`src/rtl/dpram_drain_pkg.sv`:
```
// Shared types and constants for the DPRAM-to-byte-stream drain.
// Optional feature macro: DRAIN_CKSUM_EN adds the trailing checksum state.
package dpram_drain_pkg;

  localparam int BYTES_PER_WORD = 4;
  localparam int CKSUM_WIDTH    = 16;
  localparam int BYTE_IDX_W     = $clog2(BYTES_PER_WORD);

  typedef enum logic [2:0] {
    ST_IDLE  = 3'd0,
    ST_RD    = 3'd1,
    ST_LAT   = 3'd2,
    ST_SHIFT = 3'd3,
    ST_DONE  = 3'd4
`ifdef DRAIN_CKSUM_EN
    ,
    ST_CKSUM = 3'd5
`endif
  } drain_state_e;

  function automatic logic [CKSUM_WIDTH-1:0] cksum_add(
    input logic [CKSUM_WIDTH-1:0] acc,
    input logic [7:0]             data_byte
  );
    return acc + CKSUM_WIDTH'(data_byte);
  endfunction

endpackage

```
`src/rtl/drain_word_ser.sv`:
```
// Holds one 32-bit word and emits it MSB byte first over a valid/ready port.
// The last byte index is loadable so shorter trailers reuse the same path.
module drain_word_ser
  import dpram_drain_pkg::*;
(
  input  logic                  clk,
  input  logic                  rst,
  input  logic                  load_i,
  input  logic [31:0]           load_data_i,
  input  logic [BYTE_IDX_W-1:0] load_last_idx_i,
  input  logic                  m_ready_i,
  output logic [7:0]            m_data_o,
  output logic                  m_valid_o,
  output logic                  last_byte_o,
  output logic                  word_done_o
);

  logic [31:0]           shreg_q, shreg_d;
  logic                  valid_q, valid_d;
  logic [BYTE_IDX_W-1:0] idx_q, idx_d;
  logic [BYTE_IDX_W-1:0] last_idx_q, last_idx_d;
  logic                  fire;

  assign fire        = valid_q & m_ready_i;
  assign last_byte_o = valid_q & (idx_q == last_idx_q);
  assign word_done_o = fire & (idx_q == last_idx_q);
  assign m_data_o    = shreg_q[31:24];
  assign m_valid_o   = valid_q;

  always_comb begin
    // NOTE: every _d starts from its _q, so no branch can leave a latch behind.
    shreg_d    = shreg_q;
    valid_d    = valid_q;
    idx_d      = idx_q;
    last_idx_d = last_idx_q;
    if (load_i) begin
      shreg_d    = load_data_i;
      valid_d    = 1'b1;
      idx_d      = '0;
      last_idx_d = load_last_idx_i;
    end else if (fire) begin
      // Zero-fill keeps m_data at 0 once a word has fully drained.
      shreg_d = {shreg_q[23:0], 8'h00};
      idx_d   = idx_q + 1'b1;
      if (idx_q == last_idx_q) begin
        valid_d = 1'b0;
      end
    end
  end

  // NOTE: rst is only looked at on the clock edge (synchronous), so it stays
  // out of the sensitivity list; non-blocking keeps all registers edge-aligned.
  always_ff @(posedge clk) begin
    if (!rst) begin
      shreg_q    <= '0;
      valid_q    <= 1'b0;
      idx_q      <= '0;
      last_idx_q <= '0;
    end else begin
      shreg_q    <= shreg_d;
      valid_q    <= valid_d;
      idx_q      <= idx_d;
      last_idx_q <= last_idx_d;
    end
  end

endmodule

```
`src/rtl/dpram_stream_drain.sv`:
```
// Drains dpram_len 32-bit DPRAM words as an MSB-first byte stream with m_last.
// Optional feature macro: DRAIN_CKSUM_EN appends a 16-bit byte-sum trailer.
module dpram_stream_drain
  import dpram_drain_pkg::*;
#(
  parameter int P_ADDR_WIDTH = 10,
  parameter int P_LEN_WIDTH  = 16
) (
  input  logic                    clk,
  input  logic                    rst,
  input  logic                    dpram_run,
  input  logic [P_LEN_WIDTH-1:0]  dpram_len,
  output logic                    dpram_busy,
  output logic                    dpram_done,
  output logic [P_ADDR_WIDTH-1:0] rd_addr,
  input  logic [31:0]             rd_data,
  output logic [7:0]              m_data,
  output logic                    m_valid,
  input  logic                    m_ready,
  output logic                    m_last
);

  localparam int CNT_W = P_ADDR_WIDTH + 1;
  localparam int CMP_W = (P_LEN_WIDTH > CNT_W) ? P_LEN_WIDTH : CNT_W;
  localparam logic [CMP_W-1:0] MAX_WORDS = CMP_W'(1) << P_ADDR_WIDTH;

  drain_state_e            state_q, state_d;
  logic [CNT_W-1:0]        words_q, words_d;
  logic [P_ADDR_WIDTH-1:0] idx_q, idx_d;

  logic [CMP_W-1:0]        len_ext;
  logic [CNT_W-1:0]        len_clamped;
  logic                    last_word;

  logic                    ser_load;
  logic [31:0]             ser_load_data;
  logic [BYTE_IDX_W-1:0]   ser_last_idx;
  logic                    ser_last_byte;
  logic                    ser_word_done;

`ifdef DRAIN_CKSUM_EN
  logic [CKSUM_WIDTH-1:0]  cksum_q, cksum_d;
  logic [CKSUM_WIDTH-1:0]  cksum_next;
  logic                    ser_fire;

  assign ser_fire   = m_valid & m_ready;
  assign cksum_next = cksum_add(cksum_q, m_data);
`endif

  // Addresses never wrap: anything above the DPRAM depth is trimmed to it.
  assign len_ext     = CMP_W'(dpram_len);
  assign len_clamped = (len_ext > MAX_WORDS) ? CNT_W'(MAX_WORDS) : CNT_W'(len_ext);
  assign last_word   = (CNT_W'(idx_q) == (words_q - CNT_W'(1)));

  always_comb begin
    state_d       = state_q;
    words_d       = words_q;
    idx_d         = idx_q;
    ser_load      = 1'b0;
    ser_load_data = rd_data;
    ser_last_idx  = BYTE_IDX_W'(BYTES_PER_WORD - 1);
`ifdef DRAIN_CKSUM_EN
    cksum_d       = cksum_q;
`endif
    case (state_q)
      ST_IDLE: begin
        if (dpram_run) begin
          words_d = len_clamped;
          idx_d   = '0;
`ifdef DRAIN_CKSUM_EN
          cksum_d = '0;
`endif
          state_d = (dpram_len == '0) ? ST_DONE : ST_RD;
        end
      end
      ST_RD:  state_d = ST_LAT;
      ST_LAT: begin
        // rd_data now holds the word addressed during RD.
        ser_load = 1'b1;
        state_d  = ST_SHIFT;
      end
      ST_SHIFT: begin
`ifdef DRAIN_CKSUM_EN
        if (ser_fire) begin
          cksum_d = cksum_next;
        end
`endif
        if (ser_word_done) begin
          if (!last_word) begin
            idx_d   = idx_q + 1'b1;
            state_d = ST_RD;
          end else begin
`ifdef DRAIN_CKSUM_EN
            // The trailer reuses the serializer; cksum_next already holds the final byte.
            ser_load      = 1'b1;
            ser_load_data = {cksum_next, {(32 - CKSUM_WIDTH){1'b0}}};
            ser_last_idx  = BYTE_IDX_W'(CKSUM_WIDTH / 8 - 1);
            state_d       = ST_CKSUM;
`else
            state_d = ST_DONE;
`endif
          end
        end
      end
`ifdef DRAIN_CKSUM_EN
      ST_CKSUM: begin
        if (ser_word_done) begin
          state_d = ST_DONE;
        end
      end
`endif
      ST_DONE: state_d = ST_IDLE;
      default: state_d = ST_IDLE;
    endcase
  end

  always_ff @(posedge clk) begin
    if (!rst) begin
      state_q <= ST_IDLE;
      words_q <= '0;
      idx_q   <= '0;
`ifdef DRAIN_CKSUM_EN
      cksum_q <= '0;
`endif
    end else begin
      state_q <= state_d;
      words_q <= words_d;
      idx_q   <= idx_d;
`ifdef DRAIN_CKSUM_EN
      cksum_q <= cksum_d;
`endif
    end
  end

  drain_word_ser u_ser (
    .clk             (clk),
    .rst             (rst),
    .load_i          (ser_load),
    .load_data_i     (ser_load_data),
    .load_last_idx_i (ser_last_idx),
    .m_ready_i       (m_ready),
    .m_data_o        (m_data),
    .m_valid_o       (m_valid),
    .last_byte_o     (ser_last_byte),
    .word_done_o     (ser_word_done)
  );

  assign dpram_busy = (state_q != ST_IDLE);
  assign dpram_done = (state_q == ST_DONE);
  assign rd_addr    = idx_q;
`ifdef DRAIN_CKSUM_EN
  assign m_last     = ser_last_byte & (state_q == ST_CKSUM);
`else
  assign m_last     = ser_last_byte & (state_q == ST_SHIFT) & last_word;
`endif

endmodule

```
`config.mk`:
```
export PLATFORM = sky130hd
export DESIGN_NAME = dpram_stream_drain
export DESIGN_NICKNAME = d
export VERILOG_FILES = /design/src/rtl/dpram_drain_pkg.sv /design/src/rtl/drain_word_ser.sv /design/src/rtl/dpram_stream_drain.sv
export SDC_FILE = /design/constraint.sdc
export NUM_CORES = 1
export LEC_CHECK = 0
export ABC_AREA = 1
export BUFFER_PORTS_ARGS = -buffer_cell sky130_fd_sc_hd__buf_2
export CORE_MARGIN = 2
export CORE_UTILIZATION = 56
export CTS_BUF_LIST = sky130_fd_sc_hd__clkbuf_8
export DETAILED_ROUTE_END_ITERATION = 10
export HOLD_SLACK_MARGIN = 0.08
export PLACE_DENSITY = 0.83
export SLEW_MARGIN = 20
export SYNTH_ARGS = -nofsm -noshare
export SYNTH_HDL_FRONTEND = slang
export SYNTH_SLANG_ARGS = --single-unit
```
`constraint.sdc`:
```
create_clock -name clk -period 2 [get_ports clk]
set_input_delay 0.1 -clock clk [delete_from_list [all_inputs] [get_ports clk]]
set_output_delay 0.1 -clock clk [all_outputs]
set_load 0.1 [all_outputs]
```
# ---- Word-level counts from Yosys, hierarchy flattened
# Index checks and enable logic that the tools add are counted.
dict set report totals {
  regBits 60
  latchBits 0
  mem_bits_rw 0
  mem_bits_ro 0
  in_bits 52
  output_inout_bits 22
  word_cells 53
  n_memories 0
}
dict set report op_classes {
  n_addsub 3
  multipliers 0
  div 0
  n_lt_le_gt_ge 1
  n_eq_ne 9
  shift 0
  muxes 16
  bitwise 6
  n_reduce_logical 11
}
# op count
set op_table {}
lappend op_table {{$mux W32} 2}
lappend op_table {{$mux W10} 3}
lappend op_table {{$pmux W10 S2} 1}
lappend op_table {{$gt A16 B11 Y1 const B} 1}
lappend op_table {{$logic_not A16 Y1} 1}
lappend op_table {{$mux W3} 4}
lappend op_table {{$pmux W3 S4} 1}
lappend op_table {{$eq A10 B11 Y1} 1}
lappend op_table {{$mux W11} 1}
lappend op_table {{$sub A11 B1 Y11 const B} 1}
lappend op_table {{$add A10 B1 Y10 const B} 1}
lappend op_table {{$eq A3 B2 Y1 const B} 2}
lappend op_table {{$ne A2 B2 Y1 const B} 3}
lappend op_table {{$reduce_and A2 Y1} 3}
lappend op_table {{$reduce_bool A2 Y1} 3}
lappend op_table {{$and A1 B1 Y1} 5}
lappend op_table {{$mux W1} 4}
lappend op_table {{$reduce_and A4 Y1} 1}
lappend op_table {{$eq A3 B1 Y1 const B} 1}
lappend op_table {{$eq A3 B3 Y1 const B} 1}
lappend op_table {{$logic_not A3 Y1} 1}
lappend op_table {{$reduce_bool A3 Y1} 1}
lappend op_table {{$add A2 B1 Y2 const B} 1}
lappend op_table {{$eq A2 B2 Y1} 1}
lappend op_table {{2 further kinds} 2}

# ---- Logic depth before layout (Yosys ltp)
# Gate-level depths: netlist (run 1).
dict set report depth {
  depth_word 5
  mapped_depth 14
  mapped_depth_nobuf 14
}

# ---- Cells and area by module
# A second synthesis (run 1) with hierarchy kept.
dict set report hier_totals {
  hier_cells 476
  area_unflattened_um2 3357.0
}
# module instances cells_per_inst area_each_um2 seq_area_each_um2
set by_module_without_submodules {}
lappend by_module_without_submodules {dpram_stream_drain 1 262 1710.4 480.5}
lappend by_module_without_submodules {drain_word_ser 1 214 1646.6 740.7}

# ---- Worst setup path before layout (run 1)
# No wires, ideal clock.
dict set report synth_path {
  kind {register to output}
  from {register idx_q[3], in the netlist rd_addr[3]}
  to {output m_last}
  t_arrival_ns 3.072
  required_time_ns 1.900
  path_slack_ns -1.172
  path_stages_with_launch 9
  path_buffers 0
  cell_sequence {dfxtp_1 > nor2_1 > nor2_1 > nand2_1 > nand2_1 > nand3_1 > nor2_2 > nand4_4 > nor2_1}
}
dict set report synth_via {
  elab_chain_cells 2
}
# element line
set synth_lines {}
lappend synth_lines {{start, declared} dpram_stream_drain.sv:29} ;# logic [P_ADDR_WIDTH-1:0] idx_q, idx_d;
lappend synth_lines {{start signal, assigned} dpram_stream_drain.sv:128} ;# idx_q <= idx_d;
lappend synth_lines {{$eq A10 B11 Y1} dpram_stream_drain.sv:53} ;# assign last_word = (CNT_W'(idx_q) == (words_q - CNT_W'(1)));
lappend synth_lines {{$and A1 B1 Y1} dpram_stream_drain.sv:154} ;# assign m_last = ser_last_byte & (state_q == ST_SHIFT) & last_word;
lappend synth_lines {{end, declared} dpram_stream_drain.sv:20} ;# output logic m_last
# Every way passes these cells.

# ---- Worst setup path after layout (run 1)
dict set report layout_path {
  from {register words_q[0]}
  to {output m_last}
}
dict set report layout_via {
  elab_chain_cells 3
}
# element line
set layout_lines {}
lappend layout_lines {{start, declared} dpram_stream_drain.sv:28} ;# logic [CNT_W-1:0] words_q, words_d;
lappend layout_lines {{start signal, assigned} dpram_stream_drain.sv:127} ;# words_q <= words_d;
lappend layout_lines {{$sub A11 B1 Y11} dpram_stream_drain.sv:53}
lappend layout_lines {{$eq A10 B11 Y1} dpram_stream_drain.sv:53}
lappend layout_lines {{$and A1 B1 Y1} dpram_stream_drain.sv:154}
# Every way passes these cells.

==> summary.json, run 1 <==
{
  "starting_utilization_of_the_core_area": {"value": 57.7, "unit": "%"},
  "tritoncts.num_buffers": {"value": 9},
  "number_of_drc_markers_in_iteration_0": {"value": 385},
  "start_point_of_the_critical_path": {"value": "words_q[0]"},
  "synth-seq-area-share": {"value": 37.8, "unit": "%"},
  "yosysTopAreaCellShare": {"value": 37.8, "unit": "%"},
  "p_leak": {"value": 1.82, "unit": "nW"},
  "num_vias": {"value": 3625},
  "post-synth-top-count-cell": {"value": "nand2_1"},
  "syn2layout_area_growth": {"value": 34.9, "unit": "%"},
  "grt_first_pass_wirelength": {"value": 15.6, "unit": "mm"},
  "ys.warnings.count": {"value": 0},
  "synth_fp_nets": {"value": 523},
  "gp_routability_congestion": {"value": 0.939},
  "holdCritPathClass": {"value": "in -> reg"},
  "synth_top_area_cell": {"value": "dfxtp_1"},
  "syn_area_per_cell": {"value": 6.78, "unit": "um^2"},
  "drt-wirelength-per-cell": {"value": 14.7, "unit": "um"},
  "synthesis.area": {"value": 3180, "unit": "um^2"},
  "number_of_nets_at_the_end_of_the_flow": {"value": 630},
  "num_antenna_cells": {"value": 0},
  "core": {"value": 5510, "unit": "um^2"},
  "grt_pass1_vias": {"value": 3447},
  "p_per_area": {"value": 987, "unit": "nW/um^2"},
  "hold_depth": {"value": 3},
  "grt_start_max_net_pins": {"value": 46},
  "core.rowCount": {"value": 27},
  "finalSetupViolations": {"value": 1},
  "critical_path.most_common_cell": {"value": "nand2_1"},
  "netlist-cell-type-count": {"value": 32},
  "post_synth_main_area_contributors": {"value": "dfxtp_1 (38%), nand2_1 (15%), o21ai_0 (6.3%)"},
  "finalMaxSlewViolations": {"value": 0},
  "tritoncts": {"value": "yes"},
  "place_inst": {"value": 595},
  "critPathLaunchType": {"value": "flop"},
  "worstReg2RegStart": {"value": "words_q[0]"},
  "timing.final.crit_share": {"value": 105, "unit": "%"},
  "violated_checks": {"value": "setup timing"},
  "finish.cell_count_without_fillers": {"value": 653},
  "holdPathEnd": {"value": "u_ser.shreg_q[19]"},
  "number_of_antenna_violations_at_the_first_check_in_global_routing": {"value": 0},
  "clk_transition_reported_paths": {"value": 0.07, "unit": "ns"},
  "vias_per_cell": {"value": 5.55},
  "max-slew-margin-rel": {"value": 62.6, "unit": "%"},
  "worst_ir_drop_vdd": {"value": 0.652, "unit": "mV"},
  "die-area": {"value": 6300, "unit": "um^2"},
  "worst_slack": {"value": -0.103, "unit": "ns"},
  "grt-ovfl-total": {"value": 0},
  "synth.cells.most_frequent": {"value": "nand2_1 (128), dfxtp_1 (60), o21ai_0 (40)"},
  "place_hpwl": {"value": 5.56, "unit": "mm"},
  "overall_power": {"value": 4.23, "unit": "mW"},
  "cts_root_buf": {"value": "clkbuf_8"},
  "preCtsSetupSlack": {"value": 0.0335, "unit": "ns"},
  "clock_tree.htree_level_count": {"value": 3},
  "finalCriticalPeriod": {"value": 2.10, "unit": "ns"},
  "critical_path_arrival": {"value": 2.00, "unit": "ns"},
  "drt_pre_antenna_iters": {"value": 6},
  "rsz0062_at_grt": {"value": "true"},
  "reg2reg_to": {"value": "state_q[0]"},
  "drt_drc_violations_left": {"value": 0},
  "timing.critical_path.slowest_stage_cell": {"value": "dfxtp_4"},
  "critical_path.n_buffers_inverters": {"value": 3},
  "buffers_on_ports": {"value": 73},
  "cts.sinks": {"value": 60},
  "clock_path_buffers": {"value": 2},
  "cp_cell_sequence": {"value": "inv_2, ha_4, inv_1, nand2_1, nand2_1, nand2_1, nand2_1, nand3_1, nor2_4, nand4_4, nor2_4, buf_12"},
  "worst-setup-path-type": {"value": "reg -> out"},
  "clock.fmax": {"value": 0.476, "unit": "GHz"},
  "synthesis.instances": {"value": 469},
  "regToRegSetupSlack": {"value": 0.06, "unit": "ns"},
  "report.final.hold_viol_count": {"value": 0},
  "r2r.worst_path.cells": {"value": 13},
  "timing.critical_path.to_type": {"value": "primary output"},
  "ios": {"value": 74},
  "post_route_cells_drive_above_1_share": {"value": 24.3, "unit": "%"},
  "max-cap-violations": {"value": 0},
  "dieWidth": {"value": 79.3, "unit": "um"},
  "setup_tns": {"value": -0.103, "unit": "ns"},
  "status": {"value": "complete, but fails checks"},
  "skew": {"value": 0.00804, "unit": "ns"},
  "timing.critical_path.required": {"value": 1.90, "unit": "ns"},
  "worst_path_largest_cell_delay": {"value": 0.37, "unit": "ns"},
  "ys_seq_elements": {"value": 60},
  "post_synth_edffs": {"value": 0},
  "postRouteAntennaNets": {"value": 0},
  "detail_route.wirelength": {"value": 9.57, "unit": "mm"},
  "clock_insertion_delay_worst_skew": {"value": 0.35, "unit": "ns"},
  "fraction_of_synthesis_flops_using_an_asynchronous_set_or_reset_pin": {"value": 0, "unit": "%"},
  "tightestPinTransition": {"value": 0.560, "unit": "ns"},
  "global_route.usage.total": {"value": 31.8, "unit": "%"},
  "die_y": {"value": 79.3, "unit": "um"},
  "postSynth.topFlopCell": {"value": "dfxtp_1"},
  "min-delay-start": {"value": "rd_data[19]"},
  "worst-path-max-fanout": {"value": 5},
  "crit_family": {"value": "simple AND/OR/NAND/NOR gates"}
}
[sequential cells by signal, indices dropped and copies added (netlist names)]
signal / flops
u_ser.shreg_q: 32
u_ser.last_idx_q: 1
words_q: 11
u_ser.idx_q: 2
state_q: 3
rd_addr: 10
u_ser.m_valid_o: 1
[final cells by class]
type / count / area (um^2)
Sequential cell: 60 / 1220
Clock buffer: 11 / 151
Clock inverter: 5 / 76.3
Tap cell: 72 / 90.1
Timing Repair Buffer: 125 / 868
Fill cell: 365 / 1220
Inverter: 37 / 139
Multi-Input combinational cell: 343 / 1740
[worst register-to-register path, cell delays in order, from the launching register on]
cell	delay [ns]
dfxtp_4	0.37
inv_2	0.05
ha_4	0.25
xor2_1	0.14
nand2_1	0.06
nor2_1	0.10
nand2_1	0.10
nor2_4	0.12
buf_4	0.12
nand3_1	0.20
nand2_1	0.13
nand2_1	0.05
nand2_1	0.06
a21oi_1	0.06
[what timing repair did]
| action | CTS | global route |
|---|---|---|
| setup buffers | 4 | 1 |
| pin swaps | 7 | 2 |
| endpoints found under the setup margin | 3 | 22 |
| endpoints found under the hold margin | 39 | 0 |
| resized for setup | 7 | 5 |
| hold buffers | 39 | 0 |
[power by group]
group | internal [mW] | switching (mW)
Combinational | 0.455 | 1.03
Clock | 0.763 | 0.507
Sequential | 1.36 | 0.126
[how the worst max path moves through the flow]
stage | to | slack, ns | cells past startpoint
final | m_last | -0.10 | 12
after detailed placement | rd_addr[7] | 0.03 | 11
after CTS | m_last | -0.12 | 10
after floorplan | m_last | -0.06 | 7
after global placement | m_last | 0.1 | 10
after global routing | m_last | -0.19 | 11
[placed cells by master (no fill, tap or decap), types with 2 or more instances in the layout]
| master | Yosys | routed |
|---|---|---|
| clkbuf_8 | 0 | 11 |
| inv_1 | 33 | 34 |
| nor2_2 | 7 | 4 |
| nand3b_1 | 2 | 2 |
| dfxtp_1 | 60 | 47 |
| nand4_1 | 5 | 5 |
| nand2_2 | 5 | 5 |
| buf_4 | 10 | 13 |
| nor4_1 | 3 | 2 |
| inv_2 | 2 | 3 |
| dfxtp_2 | 0 | 12 |
| bufinv_16 | 0 | 2 |
| o21ai_0 | 40 | 40 |
| buf_2 | 2 | 72 |
| a31oi_1 | 19 | 19 |
| a21oi_1 | 39 | 38 |
| dlygate4sd3_1 | 0 | 39 |
| or2_2 | 2 | 2 |
| nand2_1 | 128 | 128 |
| nor3_1 | 10 | 10 |
| clkinv_1 | 2 | 2 |
| xor2_1 | 11 | 11 |
| nor2_1 | 34 | 33 |
| nor2_4 | 3 | 7 |
| nand3_1 | 25 | 25 |
[through the flow]
stage / util (%) / hold WS (ns) / cell area [um^2]
2_1_floorplan: - / 0.241 / 3200
3_3_place_gp: 65.3 / 0.354 / 3600
3_5_place_dp: 65.3 / 0.360 / 3600
4_1_cts: 77.6 / 0.0806 / 4270
5_1_grt: 77.9 / 0.0963 / 4290
6_report: 77.9 / 0.0685 / 4290
[cell families (layout without fill, tap and decap cells)]
logic type               count (synthesis)  after routing  share of synthesized area (%)
AO/OA/AOI/OAI                          100            100                           16.8
XOR/XNOR                                12             12                           3.31
AND/OR/NAND/NOR                        229            229                           32.2
flip-flops                              60             60                           37.8
buffers and inverters                   66            178                           9.05
adder cells (fa/ha/maj)                  2              2                          0.787
[layer usage]
layer / vias up / track usage, % / routed length (um)
met4: 0 / 14.1 / 306
met2: 208 / 53.7 / 4540
li1: 1742 / - / -
met5: - / 0 / 0
met3: 42 / 5.23 / 777
met1: 1633 / 39.7 / 3950
(Power assumes the default switching activity.)
==> run 2: changes to the inputs <==
--- a/config.mk
+++ b/config.mk
@@ -8,11 +8,11 @@
 export ABC_AREA = 1
 export BUFFER_PORTS_ARGS = -buffer_cell sky130_fd_sc_hd__buf_2
 export CORE_MARGIN = 2
-export CORE_UTILIZATION = 56
+export CORE_UTILIZATION = 60
 export CTS_BUF_LIST = sky130_fd_sc_hd__clkbuf_8
 export DETAILED_ROUTE_END_ITERATION = 10
 export HOLD_SLACK_MARGIN = 0.08
-export PLACE_DENSITY = 0.83
+export PLACE_DENSITY = 0.88
 export SLEW_MARGIN = 20
 export SYNTH_ARGS = -nofsm -noshare
 export SYNTH_HDL_FRONTEND = slang
==> constraint.sdc (replaced) <==
create_clock -name clk -period 2.7 [get_ports clk]
set_input_delay 0.135 -clock clk [delete_from_list [all_inputs] [get_ports clk]]
set_output_delay 0.135 -clock clk [all_outputs]
set_load 0.1 [all_outputs]
==> run 2 against run 1 <==
Compared with the run above: the flow now finishes without violations; critical path depth is the same; utilization is essentially flat; combinational power shrank 32%; clock power shrank 30%; sequential share of layout area grew 1.7 points; via count shrank 3.8%; worst setup slack gained 0.31 ns; final area shrank 7.2%; sequential power shrank 26%; sequential cell count is the same; wire length shrank 8.1%; register-to-register slack gained 0.60 ns; largest cell class unchanged.
==> summary.json, run 2 (synthesis results as in run 1) <==
{
  "p_int": {"value": 1.83, "unit": "mW", "change": "-29%"},
  "register_area": {"value": 1200, "unit": "um^2", "change": "-1.5%"},
  "finalCriticalPeriod": {"value": 2.49, "unit": "ns"},
  "top_library_cells_by_usage_in_the_layout_fill_and_taps_aside": {"value": "nand2_1 (128), buf_2 (72), dfxtp_1 (60), o21ai_0 (40), a21oi_1 (39)"},
  "timing.critical_path.slowest_stage_cell": {"value": "dfxtp_1"},
  "p_per_area": {"value": 755, "unit": "nW/um^2", "change": "-24%"},
  "tightestPinTransition": {"value": 0.964, "unit": "ns", "change": "+0.404 ns"},
  "cts.sinks": {"value": 60, "change": "unchanged"},
  "drt_pre_antenna_iters": {"value": 9, "change": "+3"},
  "worstReg2RegStart": {"value": "state_q[2]"},
  "tritoncts.num_buffers": {"value": 9, "change": "unchanged"},
  "max-slew-margin-rel": {"value": 35.6, "unit": "%", "change": "-27 points"},
  "critPathLaunchType": {"value": "flop"},
  "grt_pass1_vias": {"value": 3264, "change": "-5.3%"},
  "setup_tns": {"value": 0, "unit": "ns", "change": "+0.103 ns"},
  "grt_first_pass_wirelength": {"value": 14.5, "unit": "mm", "change": "-6.7%"},
  "timing.critical_path.to_type": {"value": "primary output"},
  "sequentialPowerShare": {"value": 36.5, "unit": "%", "change": "+1.5 points"},
  "clock_tree.htree_level_count": {"value": 3, "change": "unchanged"},
  "combinational_share_of_power": {"value": 33.8, "unit": "%", "change": "-1.2 points"},
  "start_point_of_the_critical_path": {"value": "words_q[0]"},
  "max_reg_flops": {"value": 32, "change": "unchanged"},
  "min-delay-start": {"value": "dpram_len[0]"},
  "fillerInstances": {"value": 378, "change": "+3.6%"},
  "max-cap-violations": {"value": 0, "change": "unchanged"},
  "p_leak": {"value": 1.69, "unit": "nW", "change": "-7.2%"},
  "num_antenna_cells": {"value": 0, "change": "unchanged"},
  "number_of_drc_markers_in_iteration_0": {"value": 308, "change": "-20%"},
  "grt-ovfl-total": {"value": 0, "change": "unchanged"},
  "clock_insertion_delay_worst_skew": {"value": 0.34, "unit": "ns", "change": "about the same"},
  "timing.final.crit_share": {"value": 92.4, "unit": "%"},
  "overall_power": {"value": 3.00, "unit": "mW", "change": "-29%"},
  "place_hpwl": {"value": 5.60, "unit": "mm", "change": "+0.74%"},
  "postRouteAntennaNets": {"value": 0, "change": "unchanged"},
  "drt_drc_violations_left": {"value": 0, "change": "unchanged"},
  "tritoncts": {"value": "yes"},
  "syn2layout_area_growth": {"value": 25.1, "unit": "%"},
  "worst_path_largest_cell_delay": {"value": 0.40, "unit": "ns", "change": "+0.03 ns"},
  "finalSetupViolations": {"value": 0, "change": "-1"},
  "cp_cell_sequence": {"value": "inv_2, ha_1, inv_1, nand2_1, nand2_1, nand2_1, nand2_1, nand3_1, nor2_2, nand4_4, nor2_4, clkbuf_4"},
  "global_route.usage.total": {"value": 30.6, "unit": "%", "change": "-1.2 points"},
  "clock_path_buffers": {"value": 2, "change": "unchanged"},
  "worst-setup-path-type": {"value": "reg -> out"},
  "post_route_cells_drive_above_1_share": {"value": 20.8, "unit": "%", "change": "-3.4 points"},
  "total_switching_power": {"value": 1.17, "unit": "mW", "change": "-29%"},
  "layout.cells.most_common": {"value": "nand2_1"},
  "status": {"value": "finished, final reports clean"},
  "critical_path.n_buffers_inverters": {"value": 3, "change": "unchanged"},
  "crit_family": {"value": "simple AND/OR/NAND/NOR gates"},
  "multi_input_area": {"value": 1700, "unit": "um^2", "change": "-2.7%"},
  "post-cts-setup-buffers": {"value": 0, "change": "-4"},
  "detail_route.wirelength": {"value": 8.79, "unit": "mm", "change": "-8.1%"},
  "rsz0062_at_grt": {"value": "false"},
  "p_sw_share": {"value": 39.0, "unit": "%", "change": "-0.15 points"},
  "grt_start_max_net_pins": {"value": 33, "change": "-28%"},
  "timing.critical_path.required": {"value": 2.57, "unit": "ns", "change": "+0.67 ns"},
  "critical_path_arrival": {"value": 2.36, "unit": "ns", "change": "+0.36 ns"},
  "vias_per_cell": {"value": 5.56, "change": "+0.18%"},
  "dieWidth": {"value": 76.8, "unit": "um", "change": "-3.2%"},
  "clk_transition_reported_paths": {"value": 0.06, "unit": "ns", "change": "about the same"},
  "clock.fmax": {"value": 0.401, "unit": "GHz"},
  "gp_routability_congestion": {"value": 0.919, "change": "-2.1%"},
  "finalMaxSlewViolations": {"value": 0, "change": "unchanged"},
  "starting_utilization_of_the_core_area": {"value": 62.2, "unit": "%", "change": "+4.5 points"},
  "buffers_on_ports": {"value": 73, "change": "unchanged"},
  "report.final.hold_viol_count": {"value": 0, "change": "unchanged"},
  "num_vias": {"value": 3487, "change": "-3.8%"},
  "worst-path-max-fanout": {"value": 9, "change": "+4"},
  "regMostFlops": {"value": "u_ser.shreg_q"},
  "critical_path.most_common_cell": {"value": "nand2_1"},
  "skew": {"value": 0.00935, "unit": "ns", "change": "+0.00131 ns"},
  "holdCritPathClass": {"value": "in -> reg"},
  "drt-wirelength-per-cell": {"value": 14.0, "unit": "um", "change": "-4.3%"},
  "die-area": {"value": 5900, "unit": "um^2", "change": "-6.3%"},
  "number_of_nets_at_the_end_of_the_flow": {"value": 606, "change": "-3.8%"},
  "number_of_antenna_violations_at_the_first_check_in_global_routing": {"value": 0, "change": "unchanged"},
  "core.rowCount": {"value": 26, "change": "-3.7%"},
  "ios": {"value": 74, "change": "unchanged"},
  "p_clk_share": {"value": 29.8, "unit": "%", "change": "-0.2 points"},
  "worst_ir_drop_vdd": {"value": 0.436, "unit": "mV", "change": "-33%"},
  "cts_root_buf": {"value": "clkbuf_8"},
  "die_y": {"value": 76.8, "unit": "um", "change": "-3.2%"},
  "core": {"value": 5110, "unit": "um^2", "change": "-7.2%"}
}
## run 2: final cells by class
cell class                      instances  share of cell area [%]
Timing Repair Buffer                  101                    16.0
Inverter                               37                    3.49
Tap cell                               70                    2.20
Clock buffer                           10                    3.46
Sequential cell                        60                    30.2
Multi-Input combinational cell        343                    42.7
Clock inverter                          6                    2.01
## run 2: worst paths after layout
kind                      endpoint  cells past startpoint  slack [ns]
hold / removal          words_q[0]                      3         0.1
hold reg to reg   u_ser.shreg_q[1]                      2        0.47
setup reg to reg  u_ser.shreg_q[7]                      6        0.66
setup / recovery            m_last                     12        0.21
## run 2: tightest hold or removal path, cell delays in order
cell	delay (ns)
buf_2	0.11
nand2_1	0.07
a21oi_1	0.06
## run 2: power by group through the flow
stage | logic [mW] | registers [mW] | clock network (mW)
after floorplan | 0.800 | 1.11 | 0
after global placement | 0.937 | 1.10 | 0
after detailed placement | 0.967 | 1.11 | 0
after CTS | 0.997 | 1.09 | 0.894
after global routing | 1.11 | 1.11 | 0.928
final | 1.01 | 1.10 | 0.893
## run 2: timing repair
| item | 4_1_cts | 5_1_grt |
|---|---|---|
| resized for setup | 0 | 1 |
| endpoints found under the hold margin | 23 | 0 |
| hold buffers | 23 | 0 |
| setup endpoints to repair | 0 | 1 |
## run 2: stage by stage
| stage | hold WS [ns] | util (%) | setup slack, ns | instance area, um^2 | std cells |
|---|---|---|---|---|---|
| floorplan | 0.276 | - | 0.257 | 3190 | 469 |
| global placement | 0.389 | 69.1 | 0.541 | 3530 | 588 |
| detailed placement | 0.392 | 69.1 | 0.505 | 3530 | 588 |
| CTS | 0.0809 | 77.9 | 0.135 | 3980 | 627 |
| global route | 0.102 | 77.9 | 0.0825 | 3980 | 627 |
| finish | 0.0956 | 77.9 | 0.207 | 3980 | 627 |
## run 2: routing by layer
layer,share of wire (%),GRT usage (%),routed length (um),vias up
met1,42,38.4,3660,1593
met3,7.6,5.76,668,29
met4,2.8,14.5,243,0
met2,48,50.6,4220,163
met5,0,0,0,-
li1,-,-,-,1702
==> run 3: changes to the inputs <==
--- a/config.mk
+++ b/config.mk
@@ -8,11 +8,11 @@
 export ABC_AREA = 1
 export BUFFER_PORTS_ARGS = -buffer_cell sky130_fd_sc_hd__buf_2
 export CORE_MARGIN = 2
-export CORE_UTILIZATION = 60
+export CORE_UTILIZATION = 55
 export CTS_BUF_LIST = sky130_fd_sc_hd__clkbuf_8
 export DETAILED_ROUTE_END_ITERATION = 10
 export HOLD_SLACK_MARGIN = 0.08
-export PLACE_DENSITY = 0.88
+export PLACE_DENSITY_LB_ADDON = 0.08
 export SLEW_MARGIN = 20
 export SYNTH_ARGS = -nofsm -noshare
 export SYNTH_HDL_FRONTEND = slang
==> run 3 against run 2 <==
Compared with the run above: count of clock-buffer cells in the layout shrank 1; utilization shrank 6.5 points; clock skew grew 0.00071 ns; critical path depth shrank 2; hold slack gained 0.0050 ns; final cell count grew 0.32%; clock power shrank 11%; sequential share of layout area grew 0.17 points; global-route usage shrank 4.6 points; via count shrank 6.4%; maximum frequency grew 1.4%; worst setup slack gained 0.034 ns; largest cell class unchanged.
==> summary.json, run 3 (synthesis results as in run 1) <==
{
  "status": {"value": "finished, final reports clean"},
  "regToRegSetupSlack": {"value": 0.69, "unit": "ns", "change": "+0.03 ns"},
  "p_leak": {"value": 1.67, "unit": "nW", "change": "-0.86%"},
  "max-cap-violations": {"value": 0, "change": "unchanged"},
  "critPathLaunchType": {"value": "flop"},
  "worst-path-max-fanout": {"value": 9, "change": "unchanged"},
  "timing.critical_path.to_type": {"value": "primary output"},
  "gp_routability_congestion": {"value": 0.882, "change": "-4.0%"},
  "grt_pass1_vias": {"value": 2901, "change": "-11%"},
  "worstReg2RegStart": {"value": "words_q[0]"},
  "place_hpwl": {"value": 5.36, "unit": "mm", "change": "-4.2%"},
  "min-delay-start": {"value": "rd_data[8]"},
  "die_y": {"value": 80.0, "unit": "um", "change": "+4.2%"},
  "core.rowCount": {"value": 27, "change": "+3.8%"},
  "rsz0062_at_grt": {"value": "false"},
  "report.final.hold_viol_count": {"value": 0, "change": "unchanged"},
  "syn2layout_area_growth": {"value": 24.4, "unit": "%"},
  "timing.critical_path.slowest_stage_cell": {"value": "dfxtp_1"},
  "starting_utilization_of_the_core_area": {"value": 57.4, "unit": "%", "change": "-4.9 points"},
  "hold-worst-slack": {"value": 0.101, "unit": "ns", "change": "+0.00496 ns"},
  "clk_transition_reported_paths": {"value": 0.07, "unit": "ns", "change": "about the same"},
  "cp_cell_sequence": {"value": "inv_2, ha_1, xor2_1, nand2_1, nor2_1, nand2_1, nor2_2, nand4_4, nor2_4, clkbuf_4"},
  "num_vias": {"value": 3263, "change": "-6.4%"},
  "layout.cells.most_common": {"value": "nand2_1"},
  "cts.sinks": {"value": 60, "change": "unchanged"},
  "post-route-util": {"value": 71.4, "unit": "%", "change": "-6.5 points"},
  "drt-wirelength-per-cell": {"value": 12.5, "unit": "um", "change": "-11%"},
  "preCtsSetupSlack": {"value": 0.513, "unit": "ns", "change": "+0.00718 ns"},
  "holdPathEnd": {"value": "u_ser.shreg_q[8]"},
  "overall_power": {"value": 2.87, "unit": "mW", "change": "-4.5%"},
  "regMostFlops": {"value": "u_ser.shreg_q"},
  "tightestPinTransition": {"value": 0.993, "unit": "ns", "change": "+0.0290 ns"},
  "number_of_antenna_violations_at_the_first_check_in_global_routing": {"value": 0, "change": "unchanged"},
  "dieWidth": {"value": 80.0, "unit": "um", "change": "+4.2%"},
  "r2r.worst_path.cells": {"value": 11, "change": "+5"},
  "buffers_on_ports": {"value": 73, "change": "unchanged"},
  "worst_slack": {"value": 0.240, "unit": "ns", "change": "+0.0337 ns"},
  "tritoncts": {"value": "yes"},
  "clock_insertion_delay_worst_skew": {"value": 0.34, "unit": "ns", "change": "about the same"},
  "finalSetupViolations": {"value": 0, "change": "unchanged"},
  "drt_pre_antenna_iters": {"value": 4, "change": "-5"},
  "postRouteAntennaNets": {"value": 0, "change": "unchanged"},
  "num_antenna_cells": {"value": 0, "change": "unchanged"},
  "critical_path_arrival": {"value": 2.32, "unit": "ns", "change": "-0.04 ns"},
  "worst-setup-path-type": {"value": "reg -> out"},
  "number_of_drc_markers_in_iteration_0": {"value": 172, "change": "-44%"},
  "cts_root_buf": {"value": "clkbuf_8"},
  "finalCriticalPeriod": {"value": 2.46, "unit": "ns", "change": "-0.0337 ns"},
  "setup_tns": {"value": 0, "unit": "ns", "change": "unchanged"},
  "timing.critical_path.required": {"value": 2.57, "unit": "ns", "change": "about the same"},
  "core": {"value": 5540, "unit": "um^2", "change": "+8.5%"},
  "drt_drc_violations_left": {"value": 0, "change": "unchanged"},
  "vias_per_cell": {"value": 5.19, "change": "-6.7%"},
  "max-slew-margin-rel": {"value": 33.7, "unit": "%", "change": "-1.9 points"},
  "grt_first_pass_wirelength": {"value": 13.0, "unit": "mm", "change": "-10%"},
  "ios": {"value": 74, "change": "unchanged"},
  "post-cts-setup-buffers": {"value": 0, "change": "unchanged"},
  "tritoncts.num_buffers": {"value": 9, "change": "unchanged"},
  "hold_depth": {"value": 3, "change": "unchanged"},
  "detail_route.wirelength": {"value": 7.87, "unit": "mm", "change": "-10%"},
  "finalMaxSlewViolations": {"value": 0, "change": "unchanged"},
  "holdCritPathClass": {"value": "in -> reg"},
  "global_route.usage.total": {"value": 26.0, "unit": "%", "change": "-4.6 points"},
  "critical_path.most_common_cell": {"value": "nand2_1"},
  "grt-ovfl-total": {"value": 0, "change": "unchanged"},
  "worst_ir_drop_vdd": {"value": 0.438, "unit": "mV", "change": "+0.25%"},
  "timing.final.crit_share": {"value": 91.1, "unit": "%", "change": "-1.2 points"},
  "post_route_cells_drive_above_1_share": {"value": 21.0, "unit": "%", "change": "+0.18 points"},
  "reg2reg_to": {"value": "rd_addr[1]"},
  "max_reg_flops": {"value": 32, "change": "unchanged"},
  "clock_path_buffers": {"value": 2, "change": "unchanged"},
  "skew": {"value": 0.0101, "unit": "ns", "change": "+0.000711 ns"},
  "die-area": {"value": 6400, "unit": "um^2", "change": "+8.6%"},
  "p_per_area": {"value": 725, "unit": "nW/um^2", "change": "-3.9%"},
  "grt_start_max_net_pins": {"value": 46, "change": "+39%"},
  "top_library_cells_by_usage_in_the_layout_fill_and_taps_aside": {"value": "nand2_1 (128), buf_2 (72), dfxtp_1 (60), o21ai_0 (40), a21oi_1 (39)"},
  "number_of_nets_at_the_end_of_the_flow": {"value": 606, "change": "unchanged"},
  "clock_tree.htree_level_count": {"value": 3, "change": "unchanged"},
  "clock.fmax": {"value": 0.407, "unit": "GHz", "change": "+1.4%"},
  "worst_path_largest_cell_delay": {"value": 0.41, "unit": "ns", "change": "about the same"}
}
[run 3: per-stage QoR]
stage / cell area [um^2] / cells
after global placement: 3530 / 590
after CTS: 3950 / 629
after global routing: 3960 / 629
after detailed placement: 3530 / 590
after floorplan: 3190 / 469
final: 3960 / 629
[run 3: layer usage]
layer,track usage (%),part of all wire (%),vias to the layer above
met5,0,0,-
met4,10.5,1.4,0
met3,4.41,6.6,10
met2,38.8,44,99
met1,37.0,48,1449
li1,-,-,1705
[run 3: final cells by class]
type / instances / area, um^2
clock buffers: 9 / 124
clock inverters: 7 / 68.8
fillers: 476 / 1580
inverters: 37 / 139
multi-input cells: 343 / 1700
flip-flops and latches: 60 / 1200
well taps: 72 / 90.1
repair buffers: 101 / 636
[run 3: how the worst max path moves through the flow]
stage	slack, ns	end	from
6_report	0.24	m_last	words_q[0]
5_1_grt	0.06	m_last	words_q[0]
4_1_cts	0.13	m_last	words_q[0]
3_5_place_dp	0.51	m_last	words_q[0]
3_3_place_gp	0.56	m_last	words_q[0]
2_1_floorplan	0.26	m_last	rd_addr[3]
[run 3: timing repair]
item | 4_1_cts | 5_1_grt
endpoints found under the setup margin | 0 | 1
hold buffers | 23 | 0
hold endpoints to repair | 23 | 0
gates resized for setup | 0 | 1
[run 3: power breakdown]
| part | leakage (nW) | internal (mW) | switching (mW) |
|---|---|---|---|
| Clock | 0.100 | 0.422 | 0.369 |
| Sequential | 0.490 | 1.00 | 0.0874 |
| Combinational | 1.08 | 0.291 | 0.697 |
| Total | 1.67 | 1.72 | 1.15 |
[run 3: critical path: cells and delay by family, from the launching register on]
family,cells,cell delay (ns)
xor gates and xnor gates,1,0.13
adders and majority gates,1,0.30
buffers and inverters,2,0.40
DFF,1,0.41
and+or+nand+nor,6,0.74
